`config.mk`:
```
export PLATFORM = sky130hd
export DESIGN_NAME = rmii_tx_framer
export DESIGN_NICKNAME = d
export VERILOG_FILES = /design/src/rtl/rmii_tx_framer.sv
export SDC_FILE = /design/constraint.sdc
export NUM_CORES = 1
export LEC_CHECK = 0
export BUFFER_PORTS_ARGS = -buffer_cell sky130_fd_sc_hd__clkbuf_2
export CORE_MARGIN = 3
export CORE_UTILIZATION = 55
export DETAILED_ROUTE_END_ITERATION = 8
export PLACE_DENSITY = 0.74
export SLEW_MARGIN = 20
export SYNTH_ARGS = -nofsm -noshare
export SYNTH_HDL_FRONTEND = slang
export SYNTH_SLANG_ARGS = --single-unit
```
`constraint.sdc`:
```
create_clock -name clk_rmii -period 2.5 [get_ports clk_rmii]
set_input_delay 0.5 -clock clk_rmii [delete_from_list [all_inputs] [get_ports clk_rmii]]
set_output_delay 0.5 -clock clk_rmii [all_outputs]
set_load 0.005 [all_outputs]
```
`src/rtl/rmii_tx_framer.sv`:
```
// 100 Mb/s RMII transmit framer: preamble, SFD, payload, zero pad, FCS and inter-frame gap as LSB-first dibits.
// FCS generation is compiled in when RMII_TX_FCS_EN is defined; otherwise software supplies the FCS in the payload.
module rmii_tx_framer #(
    parameter int PREAMBLE_BYTES  = 7,
    parameter int MIN_FRAME_BYTES = 60,
    parameter int IFG_BYTES       = 12
) (
    input  logic       clk_rmii,
    input  logic       rst_ni,
    input  logic [7:0] s_data,
    input  logic       s_valid,
    input  logic       s_last,
    output logic       s_ready,
    output logic [1:0] txd,
    output logic       tx_en,
    output logic       busy,
    output logic       frame_done,
    output logic       underrun
);
    localparam int PRE_CYC = PREAMBLE_BYTES * 4;
    localparam int IFG_CYC = IFG_BYTES * 4;
    localparam int CNT_MAX = (PRE_CYC > IFG_CYC) ? ((PRE_CYC > 16) ? PRE_CYC : 16)
                                                 : ((IFG_CYC > 16) ? IFG_CYC : 16);
    localparam int CNT_W   = $clog2(CNT_MAX + 1);
    // The IDLE cycle that launches the next preamble is the final gap cycle.
    localparam int IFG_STATE_CYC = (IFG_CYC > 1) ? IFG_CYC - 1 : 1;

    localparam logic [CNT_W-1:0] PRE_LAST = CNT_W'(PRE_CYC - 1);
    localparam logic [CNT_W-1:0] IFG_LAST = CNT_W'(IFG_STATE_CYC - 1);
    localparam logic [CNT_W-1:0] FCS_LAST = CNT_W'(15);
    localparam logic [15:0]      MIN_B    = 16'(MIN_FRAME_BYTES);

`ifdef RMII_TX_FCS_EN
    typedef enum logic [2:0] {S_IDLE, S_PRE, S_SFD, S_DATA, S_PAD, S_FCS, S_IFG} state_t;
    localparam state_t S_TAIL = S_FCS;
    localparam bit     FCS_EN = 1'b1;
`else
    typedef enum logic [2:0] {S_IDLE, S_PRE, S_SFD, S_DATA, S_PAD, S_IFG} state_t;
    localparam state_t S_TAIL = S_IFG;
    localparam bit     FCS_EN = 1'b0;
`endif

    state_t           state, state_n;
    logic [CNT_W-1:0] cnt, cnt_n;
    logic [1:0]       dib, dib_n;
    logic [7:0]       byte_q, byte_n;
    logic             last_q, last_n;
    logic [15:0]      bcnt, bcnt_n;
    logic             fetch;
    logic [1:0]       txd_p0;
    logic             txen_p0, done_p0, urun_p0;

    function automatic logic [15:0] sat_inc(input logic [15:0] v);
        return (v < MIN_B) ? v + 16'd1 : v;
    endfunction

`ifdef RMII_TX_FCS_EN
    logic        crc_init, crc_en, bad_q;
    logic [31:0] crc_q, fcs_word;

    function automatic logic [31:0] crc_dibit(input logic [31:0] c, input logic [1:0] d);
        logic [31:0] r;
        r = c;
        for (int i = 0; i < 2; i++)
            r = (r[0] ^ d[i]) ? ((r >> 1) ^ 32'hEDB88320) : (r >> 1);
        return r;
    endfunction

    assign crc_init = (state == S_IDLE) && s_valid;
    assign crc_en   = (state == S_DATA) || (state == S_PAD);
    // A truncated frame carries the raw CRC so the receiver discards it.
    assign fcs_word = bad_q ? crc_q : ~crc_q;

    always_ff @(posedge clk_rmii) begin
        if (crc_init)
            crc_q <= 32'hFFFF_FFFF;
        else if (crc_en)
            crc_q <= crc_dibit(crc_q, txd_p0);
    end

    always_ff @(posedge clk_rmii or negedge rst_ni) begin
        if (!rst_ni)
            bad_q <= 1'b0;
        else if (crc_init)
            bad_q <= 1'b0;
        else if (urun_p0)
            bad_q <= 1'b1;
    end
`endif

    assign busy = (state != S_IDLE);

    always_comb begin
        state_n = state;
        cnt_n   = cnt;
        dib_n   = dib;
        byte_n  = byte_q;
        last_n  = last_q;
        bcnt_n  = bcnt;
        fetch   = 1'b0;
        s_ready = 1'b0;
        txd_p0  = 2'b00;
        txen_p0 = 1'b0;
        done_p0 = 1'b0;
        urun_p0 = 1'b0;
        case (state)
            S_IDLE: begin
                if (s_valid) begin
                    state_n = S_PRE;
                    cnt_n   = '0;
                    last_n  = 1'b0;
                    bcnt_n  = '0;
                end
            end
            S_PRE: begin
                txen_p0 = 1'b1;
                txd_p0  = 2'b01;
                if (cnt == PRE_LAST) begin
                    state_n = S_SFD;
                    cnt_n   = '0;
                    dib_n   = '0;
                end else begin
                    cnt_n = cnt + 1'b1;
                end
            end
            S_SFD: begin
                txen_p0 = 1'b1;
                txd_p0  = (dib == 2'd3) ? 2'b11 : 2'b01;
                dib_n   = dib + 2'd1;
                fetch   = (dib == 2'd3);
            end
            S_DATA: begin
                txen_p0 = 1'b1;
                txd_p0  = byte_q[{dib, 1'b0} +: 2];
                dib_n   = dib + 2'd1;
                if (dib == 2'd3) begin
                    if (!last_q) begin
                        fetch = 1'b1;
                    end else if (bcnt < MIN_B) begin
                        state_n = S_PAD;
                    end else begin
                        state_n = S_TAIL;
                        cnt_n   = '0;
                        done_p0 = !FCS_EN;
                    end
                end
            end
            S_PAD: begin
                txen_p0 = 1'b1;
                dib_n   = dib + 2'd1;
                if (dib == 2'd3) begin
                    bcnt_n = sat_inc(bcnt);
                    if (sat_inc(bcnt) >= MIN_B) begin
                        state_n = S_TAIL;
                        cnt_n   = '0;
                        done_p0 = !FCS_EN;
                    end
                end
            end
`ifdef RMII_TX_FCS_EN
            S_FCS: begin
                txen_p0 = 1'b1;
                txd_p0  = fcs_word[{cnt[3:0], 1'b0} +: 2];
                if (cnt == FCS_LAST) begin
                    state_n = S_IFG;
                    cnt_n   = '0;
                    done_p0 = 1'b1;
                end else begin
                    cnt_n = cnt + 1'b1;
                end
            end
`endif
            S_IFG: begin
                if (cnt >= IFG_LAST)
                    state_n = S_IDLE;
                else
                    cnt_n = cnt + 1'b1;
            end
            default: state_n = S_IDLE;
        endcase

        // Byte request on the last dibit of SFD or of the previous byte.
        if (fetch) begin
            s_ready = 1'b1;
            if (s_valid) begin
                byte_n  = s_data;
                last_n  = s_last;
                bcnt_n  = sat_inc(bcnt);
                state_n = S_DATA;
            end else begin
                urun_p0 = 1'b1;
                state_n = S_TAIL;
                cnt_n   = '0;
            end
        end
    end

    // Output stage: registered dibit, enable and status pulses.
    always_ff @(posedge clk_rmii or negedge rst_ni) begin
        if (!rst_ni) begin
            state      <= S_IDLE;
            cnt        <= '0;
            dib        <= '0;
            last_q     <= 1'b0;
            bcnt       <= '0;
            txd        <= 2'b00;
            tx_en      <= 1'b0;
            frame_done <= 1'b0;
            underrun   <= 1'b0;
        end else begin
            state      <= state_n;
            cnt        <= cnt_n;
            dib        <= dib_n;
            last_q     <= last_n;
            bcnt       <= bcnt_n;
            txd        <= txd_p0;
            tx_en      <= txen_p0;
            frame_done <= done_p0;
            underrun   <= urun_p0;
        end
    end

    always_ff @(posedge clk_rmii) begin
        byte_q <= byte_n;
    end

endmodule
```
Yosys cells after proc, flatten, opt, wreduce, memory -nomap -nowiden
Index checks and enable logic that the tools add are counted.
- bits in registers: 41
- bits of input ports: 12
- output and inout port bits: 7
- word-level logic and storage cells: 90
- add/sub/neg operators: 3
- magnitude comparators: 3
- equality and inequality tests: 16
- shifts and indexed selects: 1
- muxes and demuxes: 49
- reduce and logical (&&, ||, !) cells: 8
- operator list (operator ; count):
    $mux 16 ; 5
    $mux 6 ; 10
    $pmux 16 s2 ; 1
    $pmux 6 s5 ; 1
    $mux 3 ; 9
    $ne 3x3->1 const B ; 7
    $pmux 3 s6 ; 1
    $add 16x1->16 const B ; 1
    $ge 16x6->1 const B ; 1
    $lt 16x6->1 const B ; 1
    $mux 1 ; 16
    $reduce_and 8->1 ; 1
    $shiftx 8x4->2 ; 1
    $add 6x1->6 const B ; 1
    $eq 3x2->1 const B ; 2
    $eq 3x3->1 const B ; 2
    $eq 6x5->1 const B ; 1
    $ge 6x6->1 const B ; 1
    $pmux 2 s3 ; 1
    $mux 2 ; 2
    $ne 2x2->1 const B ; 2
    $pmux 1 s2 ; 2
    $pmux 2 s2 ; 1
    $reduce_and 2->1 ; 2
    other kinds (8) ; 8

Depth between registers and ports, before layout
- depth in word-level cells: 8
- mapped depth: 10
- depth with buffers taken out: 8

Least setup slack after synthesis
OpenSTA, ideal clock, no wires.
- kind: register to register
- start: reg dib[0]
- end: reg bcnt[5]
- arrival: 1.718 ns
- data required time: 2.368 ns
- path slack: 0.650 ns
- stages on the path, launching flop included: 11
- path buffers: 2
- clock period less this slack: 1.850 ns
- path through: dfrtp_1 > ha_1 > buf_2 > and3_4 > buf_6 > nand2_4 > inv_4 > o21ai_4 > nor2_2 > a41oi_1 > nor2_1
- word-level cells in the longest chain between the ends: 5
- elaborated cells on any way between the ends: 7
- classes of those cells: 1 x eq/ne; 6 x mux
- ends and longest elaborated chain (what ; line ; source):
    start: declaration ; 45 ; logic [1:0] dib, dib_n;
    start signal: assignment ; 213 ; dib <= dib_n;
    $eq 2x2->1 (*) ; 130, 136, 151 ;
    $mux 16 ; 151 ; if (dib == 2'd3) begin
    $pmux 16 s2 ; 106 ; case (state)
    $mux 16 ; 185 ; if (s_valid) begin
    $mux 16 (*) ; 183 ; if (fetch) begin
    net bcnt_n[5] ; 48 ; logic [15:0] bcnt, bcnt_n;
    end signal: assignment ; 215 ; bcnt <= bcnt_n;
    end: declaration ; 48 ;
Mark *: on every way through the listed nets, which the timed path passes. The rest lies on a longest branch.
A chain may end at the register's enable or synchronous reset.

Worst setup path in the final report
- start: reg state[1]
- end: out s_ready
- word-level cells in the longest chain between the ends: 3
- elaborated cells on any way between the ends: 4
- classes of those cells: 2 x eq/ne; 2 x mux
- ends and longest elaborated chain (what ; line ; source):
    start: declaration ; 43 ; state_t state, state_n;
    start signal: assignment ; 211 ; state <= state_n;
    $eq 3x2->1 ; 106 ;
    $pmux 1 s2 (*) ; 106 ;
    $mux 1 (*) ; 183 ;
    end: declaration ; 13 ; output logic s_ready,
Mark *: on every way between the ends. The rest lies on a longest branch, timed or not.

==> results.yml <==
run_status:
  status: "completed"
yosys:
  yosysTopAreaCell: "dfrtp_1"
  synth_top_area_share: 0.367
  netlist_top_cells_area: "dfrtp_1 (37%), edfxtp_1 (11%), nor2b_1 (3.6%)"
  syn_nets: 232
  async_flop_share: 0.805
  ys_seq_area_frac: 0.474
  netlist_area_sq_um: 2250
  yosys_warnings: 0
  synthFlopType: "dfrtp_1"
  synth_edf_count: 8
  ys_seq_elements: 41
  synthCells: 216
  synth.avg_cell_area_sq_um: 10.4
  ys_types: 60
clock_network:
  cts_root_buffer: "clkbuf_8"
  cts_num_sinks: 41
  insertion_delay_ps: 310
  cts.repair.resized: 0
  cts_tree: "yes"
  post_cts_buffers: 0
  h-tree-depth: 2
  cts_made_buffers: 5
  hold_buffers: 0
  ctsLongestPathBuffers: 2
  clkTransAtPathRegs_ps: 90
setup_path:
  end_kind: "output pin"
  rrSetupSlack_ps: 440
  path_class: "reg -> out"
  critical_path.startpoint: "state[1]"
  reg2reg_to: "bcnt[1]"
  crit_path_start_kind: "flop"
  critPathCapture: "s_ready"
  reg2reg_depth: 8
  arrival_ps: 1690
  crit_fanout: 18
  reg2reg_from: "state[1]"
  cp.required_ps: 2000
die:
  num_io_pins: 19
  die_x_um: 70.0
  start_util: 0.592
  dieArea_sq_um: 4890
  placement_rows: 22
  die_h_um: 70.0
  coreArea_sq_um: 3800
global_route:
  grt_pass1_wl_um: 8110
  grt_max_degree: 34
  grt_pass1_vias: 1680
  antenna_found_initial: 0
  track_usage: 0.208
  overflow: 0
place:
  dpl_cell_area_sq_um: 2370
  gp_congestion: 0.955
  place_hpwl_um: 3410
  portBuffers: 18
pwr:
  p_per_area_nw_per_um2: 1010
  p_leak_nw: 1.06
  vdd_ir_drop_max_mv: 0.500
sta:
  fmax_mhz: 456
  holdWs_ps: 267
  slew-limit-headroom: 0.452
  final.period_utilization: 0.876
  worst_pin_slew_ps: 822
  skew_ps: 11.4
  setup_viol: 0
  hold_viol_final: 0
  finalSetupTns_ps: 0
  fin_crit_ps: 2190
  drv_slew: 0
  rsz0062_at_grt: "no"
finish:
  fin_area_sq_um: 2460
  num_antenna_cells: 0
  nFillCells: 318
  area_growth_syn_to_layout_pct: 9.34
  nets: 252
  fin_util: 0.648
  drive_above_1_share: 0.203
route:
  wl_per_cell_um: 16.2
  vias_per_cell: 6.06
  wl_um: 4620
  first_pass_iters: 4
  drtIter0Drc: 198
  vias: 1726
  final_antenna_net_count: 0
  route.detailed.drc: 0
flow_run:
  drv_cap: 0
hold_path:
  min_path_type: "in -> async"
==> power breakdown <==
| group | switching (mW) | internal [mW] | leakage (nW) | total (mW) |
|---|---|---|---|---|
| Clock | 0.253 | 0.203 | 0.0452 | 0.456 |
| Combinational | 0.582 | 0.461 | 0.499 | 1.04 |
| Sequential | 0.176 | 0.806 | 0.515 | 0.982 |
| Total | 1.01 | 1.47 | 1.06 | 2.48 |
==> metal layers <==
metal | routed length [um] | part of all wire | track usage | vias up
li1 | - | - | - | 825
met1 | 2070 | 0.45 | 0.287 | 827
met2 | 2160 | 0.47 | 0.312 | 61
met3 | 270 | 0.059 | 0.0547 | 13
met4 | 116 | 0.025 | 0.0851 | 0
met5 | 0 | 0 | 0 | -
==> flip-flops by register name, summed over array words and instances, names as in the netlist, named ones only <==
| name | cells |
|---|---|
| bcnt | 16 |
| byte_q | 8 |
| cnt | 6 |
| state | 3 |
| dib | 2 |
| txd | 2 |
| frame_done | 1 |
| tx_en | 1 |
| underrun | 1 |
==> logic make-up after synthesis <==
group,share of synthesized area
AND/OR/NAND/NOR,0.194
multiplexers,0.0423
flip-flops,0.474
buffers and inverters,0.0528
AO/OA/AOI/OAI,0.203
adder cells (fa/ha/maj),0.0267
XOR/XNOR,0.00779
==> cell usage in the layout, fill, tap and decap left out, types with 2 or more instances in the layout <==
| cell | n |
|---|---|
| edfxtp_1 | 8 |
| a22o_1 | 2 |
| a41oi_1 | 2 |
| inv_1 | 9 |
| nor2b_1 | 13 |
| buf_4 | 6 |
| clkbuf_8 | 5 |
| o21a_1 | 2 |
| o31ai_1 | 7 |
| ha_1 | 4 |
| nand2b_1 | 4 |
| o21ai_0 | 12 |
| nor2_1 | 16 |
| a21oi_1 | 12 |
| nand3_1 | 2 |
| dfrtp_1 | 33 |
| xnor2_1 | 2 |
| o211ai_1 | 3 |
| nand4_1 | 3 |
| clkbuf_2 | 18 |
| nor4_1 | 2 |
| nor3_1 | 4 |
| inv_6 | 2 |
| and2_1 | 2 |
| mux4_2 | 2 |
| mux2i_1 | 5 |
| nand2_1 | 20 |
| and3_1 | 2 |
| o21ai_1 | 3 |
==> synth_stat cells (2+ instances only) <==
master,count
buf_2,3
nor4_1,2
nor2b_1,13
o21ai_1,3
a21oi_1,12
nand2b_1,4
buf_6,4
o211ai_1,3
a41oi_1,2
mux4_2,2
nand3_1,2
edfxtp_1,8
ha_1,4
inv_1,9
and2_1,2
xnor2_1,2
o21a_1,2
nand2_1,20
o21ai_0,12
and3_1,2
nor3_1,4
o31ai_1,7
clkbuf_1,3
nand4_1,3
a22o_1,2
mux2i_1,5
nor2_1,16
dfrtp_1,33
==> worst min-delay path by stage <==
stage,cells past startpoint,from,endpoint,slack (ps)
after global placement,1,bcnt[6],bcnt[6],480
after CTS,1,rst_ni,bcnt[4],290
after detailed placement,1,bcnt[11],bcnt[11],490
after floorplan,0,rst_ni,async pin,200
after global routing,1,rst_ni,bcnt[4],340
final,1,rst_ni,bcnt[4],270
==> stage by stage <==
| stage | cells | worst slack, ps | power [mW] |
|---|---|---|---|
| finish | 285 | 309 | 2.48 |
| floorplan | 216 | 650 | 1.78 |
| global placement | 277 | 504 | 1.99 |
| global route | 285 | 202 | 2.67 |
| CTS | 285 | 318 | 2.49 |
| detailed placement | 277 | 472 | 2.03 |
==> area by class of cell <==
type,count,area (sq um),share of cell area
clock inverters,3,25.0,0.0102
multi-input cells,154,1060,0.433
clock buffers,5,68.8,0.0280
inverters,10,40.0,0.0163
repair buffers,24,135,0.0549
flip-flops and latches,41,1070,0.433
well taps,48,60.1,0.0244
==> critical path, stage by stage, from the launching register on <==
cell	delay, ps
dfrtp_1	740
and2b_4	270
and3_4	250
clkbuf_2	130
No activity file was read; power rests on OpenSTA's default activity.
